<file path="config.mk">
export PLATFORM = sky130hd
export DESIGN_NAME = stopwatch_controller
export DESIGN_NICKNAME = d
export VERILOG_FILES = /design/src/rtl/stopwatch_controller.sv
export SDC_FILE = /design/constraint.sdc
export NUM_CORES = 1
export LEC_CHECK = 0
export ABC_AREA = 1
export CAP_MARGIN = 40
export CORE_AREA = 2 2 39 41
export CTS_BUF_LIST = sky130_fd_sc_hd__clkbuf_8
export DETAILED_ROUTE_END_ITERATION = 10
export DIE_AREA = 0 0 41 43
export PLACE_DENSITY = 0.67
export SLEW_MARGIN = 20
export SYNTH_ARGS = -nofsm -noshare
export SYNTH_HDL_FRONTEND = slang
export SYNTH_SLANG_ARGS = --single-unit
</file>
<file path="constraint.sdc">
create_clock -name clk -period 1.1 [get_ports clk]
set_input_delay 0.275 -clock clk [delete_from_list [all_inputs] [get_ports clk]]
set_output_delay 0.275 -clock clk [all_outputs]
set_load 0.01 [all_outputs]
</file>
<file path="src/rtl/stopwatch_controller.sv">
`default_nettype none
// ============================================================================
// Module      : stopwatch_controller
// Description : Start/stop/clear sequencing and 1 Hz tick generation for an
//               MM:SS stopwatch with sticky wrap-around (overflow) flag.
// Revision    : 1.0 - initial release
// ============================================================================
module stopwatch_controller #(
    parameter int TICK_DIV = 4,
    parameter int SEC_MAX  = 59,
    parameter int MIN_MAX  = 99
) (
    input  logic       clk,
    input  logic       rst,
    input  logic       start,
    input  logic       stop,
    input  logic       clear,
    input  logic [5:0] seconds,
    input  logic [7:0] minutes,
    output logic       sec_en,
    output logic       min_en,
    output logic       cnt_clr,
    output logic       running,
    output logic       paused,
    output logic       overflow
);

    localparam int              c_pw        = (TICK_DIV > 1) ? $clog2(TICK_DIV) : 1;
    localparam logic [c_pw-1:0] c_presc_max = c_pw'(TICK_DIV - 1);
    localparam logic [5:0]      c_sec_max   = 6'(SEC_MAX);
    localparam logic [7:0]      c_min_max   = 8'(MIN_MAX);

    typedef enum logic [1:0] {
        ST_IDLE    = 2'd0,
        ST_RUNNING = 2'd1,
        ST_PAUSED  = 2'd2
    } state_t;

    state_t          r_state;
    state_t          w_state_nxt;
    logic [c_pw-1:0] r_presc;
    logic [c_pw-1:0] w_presc_nxt;
    logic            r_start_d;
    logic            r_stop_d;
    logic            r_clear_d;
    logic            r_cnt_clr;
    logic            r_overflow;
    logic            w_start_edge;
    logic            w_stop_edge;
    logic            w_clear_edge;

    assign w_start_edge = start & ~r_start_d;
    assign w_stop_edge  = stop  & ~r_stop_d;
    assign w_clear_edge = clear & ~r_clear_d;

    assign running  = (r_state == ST_RUNNING);
    assign paused   = (r_state == ST_PAUSED);
    assign sec_en   = running && (r_presc == c_presc_max);
    assign min_en   = sec_en && (seconds == c_sec_max);
    assign cnt_clr  = r_cnt_clr;
    assign overflow = r_overflow;

    // Clear beats stop beats start; a simultaneous start+stop never starts.
    always_comb begin
        w_state_nxt = r_state;
        if (w_clear_edge) begin
            w_state_nxt = ST_IDLE;
        end else begin
            case (r_state)
                ST_IDLE:    if (w_start_edge && !w_stop_edge) w_state_nxt = ST_RUNNING;
                ST_RUNNING: if (w_stop_edge)                  w_state_nxt = ST_PAUSED;
                ST_PAUSED:  if (w_start_edge && !w_stop_edge) w_state_nxt = ST_RUNNING;
                default:                                      w_state_nxt = ST_IDLE;
            endcase
        end
    end

    // Prescaler advances on every RUNNING cycle, including the one carrying a
    // stop edge, so a pause freezes the phase reached and resume loses nothing.
    always_comb begin
        w_presc_nxt = r_presc;
        if (w_clear_edge || (r_state == ST_IDLE)) begin
            w_presc_nxt = '0;
        end else if (r_state == ST_RUNNING) begin
            w_presc_nxt = (r_presc == c_presc_max) ? '0 : r_presc + 1'b1;
        end
    end

    always_ff @(posedge clk) begin
        if (rst) begin
            r_state    <= ST_IDLE;
            r_presc    <= '0;
            r_start_d  <= 1'b0;
            r_stop_d   <= 1'b0;
            r_clear_d  <= 1'b0;
            r_cnt_clr  <= 1'b0;
            r_overflow <= 1'b0;
        end else begin
            r_state    <= w_state_nxt;
            r_presc    <= w_presc_nxt;
            r_start_d  <= start;
            r_stop_d   <= stop;
            r_clear_d  <= clear;
            r_cnt_clr  <= w_clear_edge;
            if (w_clear_edge) begin
                r_overflow <= 1'b0;
            end else if (min_en && (minutes == c_min_max)) begin
                r_overflow <= 1'b1;
            end
        end
    end

endmodule
`default_nettype wire

</file>
# --- Word level (Yosys, flattened, before mapping) ---
# Cells that the tools add are included.
classes:
  add_sub_neg: 1
  n_eq_ne: 7
  n_mux: 4
  bitwise_logic: 6
  reduce_logical: 11
ops:
  columns: ["op", "n"]
  rows:
  - ["$eq A8 B7 Y1 const B", 1]
  - ["$eq A6 B6 Y1 const B", 1]
  - ["$mux W2", 3]
  - ["$reduce_or A2 Y1", 3]
  - ["$eq A2 B2 Y1 const B", 2]
  - ["$logic_and A1 B1 Y1", 4]
  - ["$ne A2 B1 Y1 const B", 2]
  - ["$pmux W2 S2", 1]
  - ["$and A1 B1 Y1", 3]
  - ["$not A1 Y1", 3]
  - ["$add A2 B1 Y2 const B", 1]
  - ["$eq A2 B1 Y1 const B", 1]
  - ["$logic_not A2 Y1", 1]
  - ["$reduce_and A2 Y1", 1]
  - ["$logic_not A1 Y1", 1]
  - ["$logic_or A1 B1 Y1", 1]
totals:
  ff_bits: 9
  in_bits: 19
  output_inout_bits: 6

# --- Longest topological paths before layout ---
logic_depth:
  word_depth: 6
  mapped_depth: 7
  mapped_depth_nobuf: 7

# --- Worst setup path after synthesis ---
# Ideal clock, no wire load.
synth_timing:
  path_kind: "flip-flop to output port"
  from: "register r_presc[0]"
  to: "output min_en"
  arrival_time_ns: 0.851
  required_time_ns: 0.825
  path_slack_ns: -0.026
  stages_incl_launch_ff: 6
  path_buffers: 0
  cell_sequence: "dfxtp_1 > ha_1 > inv_1 > nor2_4 > nand3_2 > inv_1"
synth_via:
  elab_chain_len: 3
synth_rtl:
  columns: ["item", "line", "source"]
  rows:
  - ["start: declaration", "41", "logic [c_pw-1:0] r_presc;"]
  - ["start signal: assignment", "100", "r_presc <= w_presc_nxt;"]
  - ["$eq A2 B2 Y1", "58", "assign sec_en = running && (r_presc == c_presc_max);"]
  - ["$logic_and A1 B1 Y1", "58", null]
  - ["named net sec_en", "20", "output logic sec_en,"]
  - ["$logic_and A1 B1 Y1", "59", "assign min_en = sec_en && (seconds == c_sec_max);"]
  - ["end: declaration", "21", "output logic min_en,"]
# The timed path passes the listed nets, and every way through them passes these cells.

# --- Final worst setup path ---
layout_timing:
  from: "register r_presc[1]"
  to: "output min_en"
layout_via:
  elab_chain_len: 3
layout_rtl:
  columns: ["item", "line"]
  rows:
  - ["$eq A2 B2 Y1", "58"]
  - ["$logic_and A1 B1 Y1", "58"]
  - ["$logic_and A1 B1 Y1", "59"]
# Every way passes these cells.

==> Implementation_results.wiki <==
{| class="wikitable"
! Metric !! Value
|-
| Routed length per placed instance || a little under 9 um
|-
| Number of violations reported at the end of detailed-routing iteration 0 || 0
|-
| Fraction of layout instances using a drive strength above 1 || 0.3981
|-
| Initial core utilization || 0.3156
|-
| Maximum clock skew at final layout || between 0.001 and 0.0015 ns
|-
| Library cells used by synthesis || 16
|-
| Post-route cell area || 900.9 um^2
|-
| Core ar. || ~0.0014 mm^2
|-
| Sequential area share after synthesis || 0.4126
|-
| Fraction of the cycle the final worst path needs || 1.214
|-
| Die Outline Area || 0.001763 mm^2
|-
| Run status || complete, but fails checks
|-
| Leak || between 0.4 and 0.5 nW
|-
| Highest fanout seen on the critical path || 2
|-
| Total Neg Setup Slack || -0.9121 ns
|-
| Cell accounting for the most synthesized area || dfxtp_1
|-
| Total power density per cell area || ~940 mW/mm^2
|-
| Net count of the mapped netlist || 83
|-
| Die height || ~43 um
|-
| Bufs on Longest Clock Path || 2
|-
| Number of vias after detailed routing || between 500 and 600
|-
| Antenna-violating nets left || 0
|-
| Global route total overflow || 0
|-
| Number of vias per cell after detailed routing || 4.121
|-
| Hold/Removal Path Class || primary input to register
|-
| Root buffer cell || clkbuf_8
|-
| RSZ-0062 raised after global routing || true
|-
| Detailed-route wire length || between 1 and 1.5 mm
|-
| Cells taking the most area after synthesis || dfxtp_1 41%, inv_1 12%, nor2_1 11%, nand2_1 10%, a21oi_1 3.4%
|-
| Most common cell after layout, fill and taps aside || buf_4
|-
| Sort of element at the end of the critical path || primary output
|-
| Growth of design area from synthesis to finish || 106.3%
|-
| X dimension of the die || roughly 41 um
|-
| Leading cell types in the layout, fill and taps excluded || 16 x buf_4, 11 x nand2_1, 11 x nor2_1, 11 x clkdlybuf4s50_1, 10 x inv_1
|-
| Maximum number of pins on one net before global-route repair || 6
|-
| Worst Setup Start Kind || register
|-
| MaxCap Viol Count || 0
|-
| Source-to-sink clock delay at the later pin of the worst-skew pair || 0.23 ns
|-
| Overall fraction of global-route tracks in use || 0.1375
|-
| DPL Wire Length || between 700 and 800 um
|-
| Cells after Synth || 63
|-
| Area of placed instances || around 770 um^2
|-
| Count of final hold-check violations || 0
|-
| Syn Std Cell Area || around 440 um^2
|-
| Share of the synthesized area in the top cell type || 0.4126
|-
| Gpl congestion || around 0.73
|-
| Number of core rows || 14
|-
| Top-Level Pins || 25
|-
| Net count, final || 129
|-
| CTS tree || built
|-
| Count of warnings emitted by yosys || 0
|-
| Port-buffer cells || 24
|-
| Number of global-route vias before repair || roughly 460
|-
| Slew Viols, Final || 0
|-
| Antenna Diode Count || 0
|-
| Transition at the pin with the smallest max-transition slack || 0.2153 ns
|-
| Maximum ir drop on the vdd rail || approximately 0.76 mV
|-
| Mean cell area of the mapped netlist || between 6 and 7 um^2
|-
| Data required, critical path || a little over 0.8 ns
|-
| Initial antenna violation count || 0
|-
| Data arrival at the endpoint of the critical path || 1.06 ns
|-
| Clock slew at the register clock pins of the worst setup and hold paths || ~0.040 ns
|-
| Post-synthesis sequential element count || 9
|-
| Clock buffer count from CTS || 3
|-
| PnR worst setup slack || -0.2359 ns
|-
| Peak Freq || ~750 MHz
|-
| Minimum period implied by the final worst setup slack || 1.336 ns
|-
| Number of sinks driven by the clock tree || 9
|-
| Final setup violation count || 5
|-
| Max transition margin || 0.8559
|-
| Type of the setup path with the least slack || register to primary output
|-
| DRC errors left || 0
|-
| CTS H-Tree Depth || 1
|-
| Violations in the final reports || setup timing
|-
| First-pass GRT wire length || between 1.5 and 2 mm
|-
| Number of optimization iterations in the first detailed-route pass || 1
|}
-- registers in the layout, indices dropped and copies added, names as in the netlist --
register,count
r_presc,2
r_start_d,1
cnt_clr,1
r_state,2
r_stop_d,1
overflow,1
r_clear_d,1
-- cell usage after synthesis --
| library cell | count |
|---|---|
| inv_1 | 14 |
| nor2_1 | 13 |
| nand2_1 | 12 |
| dfxtp_1 | 9 |
| a21oi_1 | 3 |
| or2_0 | 2 |
| ha_1 | 1 |
| nand2_2 | 1 |
| nand3_2 | 1 |
| nor2_2 | 1 |
| nor2_4 | 1 |
| nor3_1 | 1 |
| nor3b_2 | 1 |
| o211ai_1 | 1 |
| o21ai_0 | 1 |
| or2_2 | 1 |
-- worst paths after layout --
check	depth (start not counted)	slack [ns]	to	startpoint
worst min register to register	2	0.46	overflow	overflow
worst max-delay path	6	-0.24	min_en	r_presc[1]
worst min-delay path	4	0.39	r_clear_d	clear
worst max register to register	10	-0.20	overflow	r_presc[1]
-- cell families after synthesis --
family          after synthesis  share of synthesized area
simple gates                 34                     0.3754
buf+inv                      14                     0.1203
flops                         9                     0.4126
compound gates                5                    0.06302
fa+ha+maj                     1                    0.02865
-- where the power goes --
| group | internal, mW | switching [mW] | total (mW) | leakage [nW] |
|---|---|---|---|---|
| logic | 0.0950 | 0.0496 | 0.145 | 0.345 |
| clock network | 0.242 | 0.121 | 0.363 | 0.0269 |
| registers | 0.338 | 0.00424 | 0.342 | 0.0756 |
-- layout make-up --
| type | instances | area, um^2 |
|---|---|---|
| fillers | 128 | 483.0 |
| repair buffers | 41 | 364.1 |
| multi-input cells | 40 | 231.5 |
| flip-flops and latches | 9 | 185.2 |
| inverters | 14 | 55.05 |
| clock buffers | 3 | 41.29 |
| well taps | 16 | 20.02 |
| clock inverters | 1 | 3.754 |
-- layer usage --
metal / vias to the layer above / wire length, um / global-route usage
met5: - / 0 / 0
met4: 0 / 0 / 0.08000
met3: 0 / 141 / 0.04712
met2: 22 / 517 / 0.2344
met1: 209 / 427 / 0.1316
li1: 280 / - / -
-- through the flow --
| stage | hold slack, ns | std cells | power [mW] | worst slack (ns) | utilization |
|---|---|---|---|---|---|
| 3_3_place_gp | 0.4470 | 113 | 0.4833 | -0.7284 | 0.5579 |
| 6_report | 0.3877 | 124 | 0.8495 | -0.2359 | 0.6510 |
| 5_1_grt | 0.4019 | 124 | 0.8906 | -0.2955 | 0.6510 |
| 4_1_cts | 0.4596 | 121 | 0.8633 | -0.2459 | 0.6257 |
| 3_5_place_dp | 0.4547 | 113 | 0.4846 | -0.7482 | 0.5579 |
| 2_1_floorplan | 0.3471 | 63 | 0.3864 | 0.01062 | - |
-- worst max-delay path, cell delays in order, from the launching register on --
cell and delay, ns:
dfxtp_2 0.34, ha_4 0.14, inv_2 0.04, nor2_4 0.08, nand3_2 0.08, inv_2 0.06, buf_6 0.09
-- timing repair --
item | in CTS | in global routing
pin swaps | 8 | 4
setup endpoints to repair | 11 | 9
resized for setup | 43 | 5
buffers inserted | 4 | 3
hold buffers | 0 | 0
Power figures use the tool's default switching activity.
